$ cat src/rtl/discrete_range_sweep_controller_if.sv
// -----------------------------------------------------------------------------
// discrete_range_sweep_controller_if
// Result handshake between the sweep controller and the downstream sampler.
//   out_valid  : captured result available (controller -> sampler)
//   in_ready   : sampler accepts the result (sampler -> controller)
//   out_index  : variable index the result belongs to
//   out_start  : captured range start
//   out_end    : captured range end
//   out_equal  : captured equal flag
// Modports: master = controller side, slave = sampler side.
// -----------------------------------------------------------------------------
interface discrete_range_sweep_controller_if #(
   parameter int unsigned MAX_BIT_WIDTH_OF_INTEGER_VARIABLE = 2,
   parameter int unsigned MAX_BIT_WIDTH_OF_VARIABLES_INDEX  = 2
);
   logic                                         out_valid;
   logic                                         in_ready;
   logic [MAX_BIT_WIDTH_OF_VARIABLES_INDEX-1:0]  out_index;
   logic [MAX_BIT_WIDTH_OF_INTEGER_VARIABLE-1:0] out_start;
   logic [MAX_BIT_WIDTH_OF_INTEGER_VARIABLE-1:0] out_end;
   logic                                         out_equal;

   modport master (
      output out_valid,
      output out_index,
      output out_start,
      output out_end,
      output out_equal,
      input  in_ready
   );

   modport slave (
      input  out_valid,
      input  out_index,
      input  out_start,
      input  out_end,
      input  out_equal,
      output in_ready
   );
endinterface

$ cat src/rtl/discrete_range_sweep_controller.sv
// -----------------------------------------------------------------------------
// discrete_range_sweep_controller
// Sequencer for the discrete range randomizer. On a start pulse it walks the
// variable indices 0..N-1; for each one it pulses the randomizer enable, waits
// the randomizer latency, captures start/end/equal and offers the result to the
// downstream sampler over a valid/ready handshake. A one-cycle done pulse marks
// the end of the sweep.
// Ports:
//   in_clock               : clock, rising edge
//   in_reset               : synchronous active-low reset
//   in_start               : sweep start pulse (only honoured while idle)
//   in_number_of_variables : number N of variables, latched on start
//   out_variable_index     : index presented to the randomizer
//   out_randomizer_enable  : one-cycle randomizer enable
//   in_range_start/end     : randomizer range outputs
//   in_range_equal         : randomizer equal flag
//   out_busy               : high whenever not idle
//   out_done               : one-cycle end-of-sweep pulse
//   result_if              : result handshake (master side)
// -----------------------------------------------------------------------------
module discrete_range_sweep_controller #(
   parameter int unsigned MAX_BIT_WIDTH_OF_INTEGER_VARIABLE = 2,
   parameter int unsigned MAX_BIT_WIDTH_OF_VARIABLES_INDEX  = 2,
   parameter int unsigned RANDOMIZER_LATENCY                = 1
) (
   input  logic                                         in_clock,
   input  logic                                         in_reset,
   input  logic                                         in_start,
   input  logic [MAX_BIT_WIDTH_OF_VARIABLES_INDEX:0]    in_number_of_variables,
   output logic [MAX_BIT_WIDTH_OF_VARIABLES_INDEX-1:0]  out_variable_index,
   output logic                                         out_randomizer_enable,
   input  logic [MAX_BIT_WIDTH_OF_INTEGER_VARIABLE-1:0] in_range_start,
   input  logic [MAX_BIT_WIDTH_OF_INTEGER_VARIABLE-1:0] in_range_end,
   input  logic                                         in_range_equal,
   output logic                                         out_busy,
   output logic                                         out_done,
   discrete_range_sweep_controller_if.master            result_if
);

   localparam int unsigned IdxW = MAX_BIT_WIDTH_OF_VARIABLES_INDEX;
   localparam int unsigned ValW = MAX_BIT_WIDTH_OF_INTEGER_VARIABLE;
   localparam int unsigned CntW = $clog2(RANDOMIZER_LATENCY + 1);

   typedef enum logic [2:0] {
      StIdle,
      StStep,
      StWait,
      StPresent,
      StDone
   } state_e;

   state_e            state_q;
   logic [IdxW:0]     count_q;
   logic [CntW-1:0]   lat_cnt_q;
   logic [IdxW-1:0]   index_q;
   logic              enable_q;
   logic              valid_q;
   logic [IdxW-1:0]   res_index_q;
   logic [ValW-1:0]   res_start_q;
   logic [ValW-1:0]   res_end_q;
   logic              res_equal_q;
   logic              busy_q;
   logic              done_q;

   logic [IdxW:0]     last_index;
   logic              is_last;
   logic              handshake;

   // Compared one bit wider than the index so N = 2^IdxW ends without wrapping.
   assign last_index = count_q - 1'b1;
   assign is_last    = ({1'b0, index_q} == last_index);
   assign handshake  = valid_q & result_if.in_ready;

   always_ff @(posedge in_clock) begin
      if (!in_reset) begin
         state_q     <= StIdle;
         count_q     <= '0;
         lat_cnt_q   <= '0;
         index_q     <= '0;
         enable_q    <= 1'b0;
         valid_q     <= 1'b0;
         res_index_q <= '0;
         res_start_q <= '0;
         res_end_q   <= '0;
         res_equal_q <= 1'b0;
         busy_q      <= 1'b0;
         done_q      <= 1'b0;
      end else begin
         // Enable and done are single-cycle pulses raised on state entry.
         enable_q <= 1'b0;
         done_q   <= 1'b0;
         unique case (state_q)
            StIdle: begin
               if (in_start) begin
                  busy_q <= 1'b1;
                  if (in_number_of_variables != '0) begin
                     count_q  <= in_number_of_variables;
                     index_q  <= '0;
                     enable_q <= 1'b1;
                     state_q  <= StStep;
                  end else begin
                     done_q  <= 1'b1;
                     state_q <= StDone;
                  end
               end
            end
            StStep: begin
               lat_cnt_q <= CntW'(RANDOMIZER_LATENCY);
               state_q   <= StWait;
            end
            StWait: begin
               lat_cnt_q <= lat_cnt_q - 1'b1;
               // Last wait cycle: randomizer outputs are valid now.
               if (lat_cnt_q == CntW'(1)) begin
                  res_index_q <= index_q;
                  res_start_q <= in_range_start;
                  res_end_q   <= in_range_end;
                  res_equal_q <= in_range_equal;
                  valid_q     <= 1'b1;
                  state_q     <= StPresent;
               end
            end
            StPresent: begin
               if (handshake) begin
                  valid_q <= 1'b0;
                  if (is_last) begin
                     done_q  <= 1'b1;
                     state_q <= StDone;
                  end else begin
                     index_q  <= index_q + 1'b1;
                     enable_q <= 1'b1;
                     state_q  <= StStep;
                  end
               end
            end
            StDone: begin
               busy_q  <= 1'b0;
               state_q <= StIdle;
            end
            default: begin
               state_q <= StIdle;
            end
         endcase
      end
   end

   assign out_variable_index    = index_q;
   assign out_randomizer_enable = enable_q;
   assign out_busy              = busy_q;
   assign out_done              = done_q;

   assign result_if.out_valid = valid_q;
   assign result_if.out_index = res_index_q;
   assign result_if.out_start = res_start_q;
   assign result_if.out_end   = res_end_q;
   assign result_if.out_equal = res_equal_q;

endmodule
$ cat src/flat_wrapper.sv
// flat-port wrapper written by rule: the top's interface ports become plain ports
module discrete_range_sweep_controller_flat 
#(
   parameter int unsigned MAX_BIT_WIDTH_OF_INTEGER_VARIABLE = 2,
   parameter int unsigned MAX_BIT_WIDTH_OF_VARIABLES_INDEX  = 2,
   parameter int unsigned RANDOMIZER_LATENCY                = 1
)
  (in_clock, in_reset, in_start, in_number_of_variables, out_variable_index, out_randomizer_enable, in_range_start, in_range_end, in_range_equal, out_busy, out_done, result_if_out_valid, result_if_out_index, result_if_out_start, result_if_out_end, result_if_out_equal, result_if_in_ready);
  discrete_range_sweep_controller_if #(.MAX_BIT_WIDTH_OF_INTEGER_VARIABLE(MAX_BIT_WIDTH_OF_INTEGER_VARIABLE), .MAX_BIT_WIDTH_OF_VARIABLES_INDEX(MAX_BIT_WIDTH_OF_VARIABLES_INDEX)) result_if_i ();
  input  logic in_clock;
  input  logic in_reset;
  input  logic in_start;
  input  logic [MAX_BIT_WIDTH_OF_VARIABLES_INDEX:0] in_number_of_variables;
  output logic [MAX_BIT_WIDTH_OF_VARIABLES_INDEX-1:0] out_variable_index;
  output logic out_randomizer_enable;
  input  logic [MAX_BIT_WIDTH_OF_INTEGER_VARIABLE-1:0] in_range_start;
  input  logic [MAX_BIT_WIDTH_OF_INTEGER_VARIABLE-1:0] in_range_end;
  input  logic in_range_equal;
  output logic out_busy;
  output logic out_done;
  output wire logic [$bits(result_if_i.out_valid)-1:0] result_if_out_valid;
  output wire logic [$bits(result_if_i.out_index)-1:0] result_if_out_index;
  output wire logic [$bits(result_if_i.out_start)-1:0] result_if_out_start;
  output wire logic [$bits(result_if_i.out_end)-1:0] result_if_out_end;
  output wire logic [$bits(result_if_i.out_equal)-1:0] result_if_out_equal;
  input wire logic [$bits(result_if_i.in_ready)-1:0] result_if_in_ready;
  assign result_if_out_valid = result_if_i.out_valid;
  assign result_if_out_index = result_if_i.out_index;
  assign result_if_out_start = result_if_i.out_start;
  assign result_if_out_end = result_if_i.out_end;
  assign result_if_out_equal = result_if_i.out_equal;
  assign result_if_i.in_ready = result_if_in_ready;
  discrete_range_sweep_controller #(.MAX_BIT_WIDTH_OF_INTEGER_VARIABLE(MAX_BIT_WIDTH_OF_INTEGER_VARIABLE), .MAX_BIT_WIDTH_OF_VARIABLES_INDEX(MAX_BIT_WIDTH_OF_VARIABLES_INDEX), .RANDOMIZER_LATENCY(RANDOMIZER_LATENCY)) u_core (.in_clock(in_clock), .in_reset(in_reset), .in_start(in_start), .in_number_of_variables(in_number_of_variables), .out_variable_index(out_variable_index), .out_randomizer_enable(out_randomizer_enable), .in_range_start(in_range_start), .in_range_end(in_range_end), .in_range_equal(in_range_equal), .out_busy(out_busy), .out_done(out_done), .result_if(result_if_i));
endmodule
$ cat config.mk
export PLATFORM = sky130hd
export DESIGN_NAME = discrete_range_sweep_controller_flat
export DESIGN_NICKNAME = d
export VERILOG_FILES = /design/src/rtl/discrete_range_sweep_controller_if.sv /design/src/rtl/discrete_range_sweep_controller.sv /design/src/flat_wrapper.sv
export SDC_FILE = /design/constraint.sdc
export NUM_CORES = 1
export LEC_CHECK = 0
export ABC_CLOCK_PERIOD_IN_PS = 2300
export BUFFER_PORTS_ARGS = -buffer_cell sky130_fd_sc_hd__buf_4
export CAP_MARGIN = 20
export CORE_UTILIZATION = 25
export CTS_CLUSTER_DIAMETER = 150
export DETAILED_ROUTE_END_ITERATION = 7
export GPL_TIMING_DRIVEN = 1
export SLEW_MARGIN = 10
export SYNTH_ARGS = -nofsm -noshare
export SYNTH_HDL_FRONTEND = slang
export SYNTH_SLANG_ARGS = --single-unit
$ cat constraint.sdc
create_clock -name in_clock -period 2.3 [get_ports in_clock]
set_input_delay 0.115 -clock in_clock [delete_from_list [all_inputs] [get_ports in_clock]]
set_output_delay 0.115 -clock in_clock [all_outputs]
set_load 0.03 [all_outputs]
## Word-level counts from Yosys, hierarchy flattened

Index checks and enable logic that the tools add are counted.

- $add $sub $neg: 3
- Bitwise logic cells: 1
- Multiplexer cells: 27
- Equal/unequal tests: 10
- Reduce and logical (&&, ||, !) cells: 12

Operators by type and width:

| operator | count |
|---|---|
| $mux W3 | 5 |
| $pmux W3 S4 | 1 |
| $mux W1 | 11 |
| $pmux W1 S2 | 5 |
| $reduce_and A3 Y1 | 3 |
| $mux W2 | 4 |
| $reduce_bool A2 Y1 | 4 |
| $eq A3 B2 Y1 const B | 2 |
| $ne A2 B1 Y1 const B | 3 |
| $reduce_and A5 Y1 | 1 |
| $ne A2 B2 Y1 const B | 2 |
| $pmux W2 S2 | 1 |
| $reduce_and A2 Y1 | 2 |
| $eq A2 B3 Y1 | 1 |
| $eq A3 B1 Y1 const B | 1 |
| $eq A3 B3 Y1 const B | 1 |
| $logic_not A3 Y1 | 1 |
| $reduce_bool A3 Y1 | 1 |
| $sub A3 B1 Y3 const B | 1 |
| $add A2 B1 Y2 const B | 1 |
| $and A1 B1 Y1 | 1 |
| $sub A1 B1 Y1 const B | 1 |

- Input bits: 12
- Word-level logic and storage cells: 65
- Flip-flop bits (word level): 20
- Output and inout bits: 13

## Logic depth before layout (Yosys ltp)

- Depth in word-level cells: 5
- Depth in mapped cells: 6
- Mapped depth without buffers: 6

## Worst setup path after synthesis

No wires, ideal clock.

- Path type: flip-flop to flip-flop
- From: register u_core.count_q[0]
- To: register u_core.index_q[0], in the netlist u_core.out_variable_index[0]
- Setup slack: 0.641 ns
- Arrival: 1.585 ns
- Library setup time: 0.074 ns
- Stages on the path, launching flop included: 7
- Data required time: 2.226 ns
- Cell sequence: dfxtp_1 inv_1 ha_1 xnor2_1 o31ai_1 or4_1 a31oi_1

- Longest elaborated chain between the ends: 4

Ends and longest elaborated chain:

| item | line | source |
|---|---|---|
| start: declaration | discrete_range_sweep_controller.sv:53 | `logic [IdxW:0] count_q;` |
| start signal: assignment | discrete_range_sweep_controller.sv:97 | `count_q <= in_number_of_variables;` |
| $sub A3 B1 Y3 | discrete_range_sweep_controller.sv:70 | `assign last_index = count_q - 1'b1;` |
| $eq A2 B3 Y1 | discrete_range_sweep_controller.sv:71 | `assign is_last = ({1'b0, index_q} == last_index);` |
| $ne A2 B2 Y1 (no source line) | -- |  |
| $reduce_and A5 Y1 (no source line) | -- |  |
| end signal: assignment | discrete_range_sweep_controller.sv:130 | `index_q <= index_q + 1'b1;` |
| end: declaration | discrete_range_sweep_controller.sv:55 | `logic [IdxW-1:0] index_q;` |

No other way between the ends.
A chain may end at the register's enable or synchronous reset.

## Worst setup path after layout

Same ends and word-level chain as after synthesis.

==> results.py <==
metrics = {
    "power_and_ir_drop": {
        "power_density_mw_per_mm2": 669,
        "combPwrFrac_pct": 13.7,
        "switching_power_mw": 0.181,
        "leakage_nw": 0.433,
        "p_seq_share_pct": 49.5,
        "power_frac_clock_pct": 36.8,
        "internal_power_mw": 0.587,
        "power_mw": 0.767,
        "p_sw_share_pct": 23.6,
        "peakVddDrop_uv": 244,
    },
    "yosys": {
        "async_flop_share_pct": 0,
        "synth_area_leader_cell": "dfxtp_1",
        "synth_top_area_share_pct": 45.9,
        "synth_edf_count": 0,
        "ys_top_cells_by_count": "20 x dfxtp_1, 13 x nor2_1, 7 x a21oi_1, 7 x mux2i_1, 6 x o21ai_0",
        "synth_area_um2": 872,
        "syn_inst": 94,
        "avgSynthCellArea_um2": 9.28,
        "synthTopCellsByArea": "dfxtp_1 46%, mux2i_1 8.0%, nor2_1 5.6%",
        "synth_nets": 107,
        "synth-seq-area-share_pct": 45.9,
        "yosysUniqueCellTypes": 31,
        "ys_ff_latch": 20,
        "synth.most_common_cell": "dfxtp_1",
        "synthFlopType": "dfxtp_1",
        "yosysWarnings": 0,
    },
    "route": {
        "drc": 0,
        "vias": 752,
        "viasPerCell": 4.53,
        "ant_nets": 0,
        "drtPass1Iterations": 4,
        "avgRoutedWirePerCell_um": 11.1,
        "wirelength_um": 1840,
        "drt-initial-drc-count": 19,
    },
    "critical_path": {
        "worst-path-buf-inv": 1,
        "critPathTopFamily": "simple AND/OR/NAND/NOR gates",
        "arrival_ns": 2.02,
        "cp_max_fo": 4,
        "endpoint_kind": "register",
        "r2r_start": "u_core.count_q[0]$_SDFFE_PN0P_",
        "worstPathCellList": "inv_1 > ha_1 > xnor2_1 > o31ai_1 > or4_1 > a31oi_1",
        "worst-setup-path-type": "register to register",
        "slowest_delay_ns": 0.49,
        "cpMaxStageDelayCell": "or4_1",
        "cp.required_ns": 2.52,
        "start_kind": "register",
        "startpoint": "u_core.count_q[0]$_SDFFE_PN0P_",
        "ff2ff_setup_slack_ns": 0.51,
    },
    "outcome": {
        "status": "finished, final reports clean",
    },
    "sta": {
        "hold_viol": 0,
        "final.period_utilization_pct": 77.9,
        "worstMarginPinSlew_ns": 0.531,
        "finalSetupViolations": 0,
        "fmax_ghz": 0.558,
        "relSlewSlack_pct": 64.6,
        "slew_violations": 0,
        "period_needed_ns": 1.79,
        "rsz0062_at_grt": "no",
        "finClkSkew_ns": 0.0137,
        "setup_tns_ns": 0,
    },
    "layout": {
        "area_growth_pct": 31.6,
        "drive_gt1_share_pct": 25.8,
        "nFillCells": 342,
        "nets": 134,
        "n_antenna_cell": 0,
        "fin_area_mm2": 0.00115,
    },
    "grt": {
        "grt_pass1_vias": 687,
        "grt_first_pass_wirelength_um": 3080,
        "grt_usage_pct": 11.1,
        "grt_remaining_overflow": 0,
        "grt_max_degree": 15,
        "antenna_found_initial": 0,
    },
    "die": {
        "die_width_um": 61.1,
        "dieHeight_um": 61.1,
        "core_mm2": 0.00334,
        "rows": 21,
        "start_util_pct": 26.1,
        "dieArea_mm2": 0.00373,
        "io_pins": 25,
    },
    "clock_network": {
        "cts_hold_buffers": 0,
        "cts_buffers": 3,
        "clockBufferDepth": 2,
        "cts_sinks": 20,
        "clk_pin_slew_ns": 0.12,
        "postCtsSetupRepairBufs": 0,
        "cts-root-buf": "clkbuf_4",
        "htree_levels": 1,
        "cts_tree": "built",
        "cts_resized": 0,
        "clk_latency_ns": 0.30,
    },
    "worst_hold_path": {
        "hold_path_startpoint": "result_if_in_ready",
        "hp-class": "input pin to register",
    },
    "placed_design": {
        "post_dp_cell_area_mm2": 0.00109,
        "portBuffers": 24,
        "hpwlAfterDp_um": 1380,
        "place.gp.congestion": 0.759,
    },
    "job": {
        "cap_violations": 0,
    },
}
## power by group through the flow
stage               registers, mW  clock network (mW)  logic (mW)
floorplan                   0.394                   0      0.0614
global placement            0.387                   0       0.104
detailed placement          0.388                   0       0.105
CTS                         0.380               0.293       0.106
global route                0.383               0.306       0.116
finish                      0.380               0.283       0.105
## through the flow
| stage | setup slack [ns] | util (%) | cells | hold slack [ns] |
|---|---|---|---|---|
| floorplan | 0.641 | - | 94 | 0.235 |
| global placement | 0.591 | 32.8 | 162 | 0.350 |
| detailed placement | 0.539 | 32.8 | 162 | 0.369 |
| CTS | 0.508 | 34.4 | 166 | 0.0271 |
| global route | 0.301 | 34.4 | 166 | 0.0453 |
| finish | 0.509 | 34.4 | 166 | 0.0409 |
## state kept, by name (all words and copies together) (netlist names), 2 cells and up
signal	cells
u_core.out_variable_index	2
u_core.count_q	3
u_core.result_if.out_index	2
u_core.state_q	3
u_core.result_if.out_start	2
u_core.result_if.out_end	2
## cell usage in the layout (no fill, tap or decap)
cell type   n
a311oi_1    1
mux2i_1     7
nand4b_1    1
clkbuf_4    3
or4_1       2
a21o_1      1
inv_1       4
a31oi_1     2
nor4b_2     1
nor2_1     13
dfxtp_1    20
nor3_1      1
nand3_1     3
nor3b_1     1
bufinv_16   1
a21oi_1     7
nand2b_1    3
a211oi_1    2
nand4_1     1
nand3b_1    2
and2_4      1
or3_1       1
nand2_1     2
ha_1        1
nor2_2      1
a41o_1      1
a22oi_1     3
xor2_1      1
xnor2_1     2
buf_4      24
o21ai_0     6
o31ai_1     1
## kinds of logic (layout without fill, tap and decap cells)
family / count (synthesis) / after routing / share of synthesized area (%)
mux: 7 / 7 / 8.03
flops: 20 / 20 / 45.9
simple gates: 33 / 33 / 21.1
xor+xnor: 3 / 3 / 3.01
compound gates: 24 / 24 / 17.1
buf+inv: 6 / 32 / 3.44
fa+ha+maj: 1 / 1 / 1.43
## final timing paths
check                                                                  end  cells past startpoint
worst min-delay path                        u_core.state_q[1]$_SDFFE_PN0P_                      2
worst max register to register   u_core.out_variable_index[0]$_SDFFE_PN0P_                      6
worst max-delay path             u_core.out_variable_index[0]$_SDFFE_PN0P_                      6
worst min register to register  u_core.result_if.out_start[1]$_SDFFE_PN0P_                      2
## per-layer routing
| metal | routed length, um | GRT usage [%] | vias to the layer above |
|---|---|---|---|
| met1 | 861 | 16.1 | 338 |
| met3 | 89 | 2.52 | 2 |
| met4 | 19 | 3.90 | 0 |
| li1 | - | - | 392 |
| met2 | 866 | 16.1 | 20 |
| met5 | 0 | 0 | - |
## worst register-to-register path, stage by stage, from the launching register on
cell and delay [ns]:
dfxtp_1 0.38, inv_1 0.06, ha_1 0.30, xnor2_1 0.18, o31ai_1 0.15, or4_1 0.49, a31oi_1 0.16
## area by class of cell
class	count	area, um^2	area share, %
clock buffer	3	22.5	1.96
clock inverter	1	30.0	2.62
inverter	4	15.0	1.31
multi-input combinational	68	442	38.5
sequential	20	400	34.9
tap	46	57.6	5.02
timing repair buffer	24	180	15.7
No activity file was read; power rests on OpenSTA's default activity.
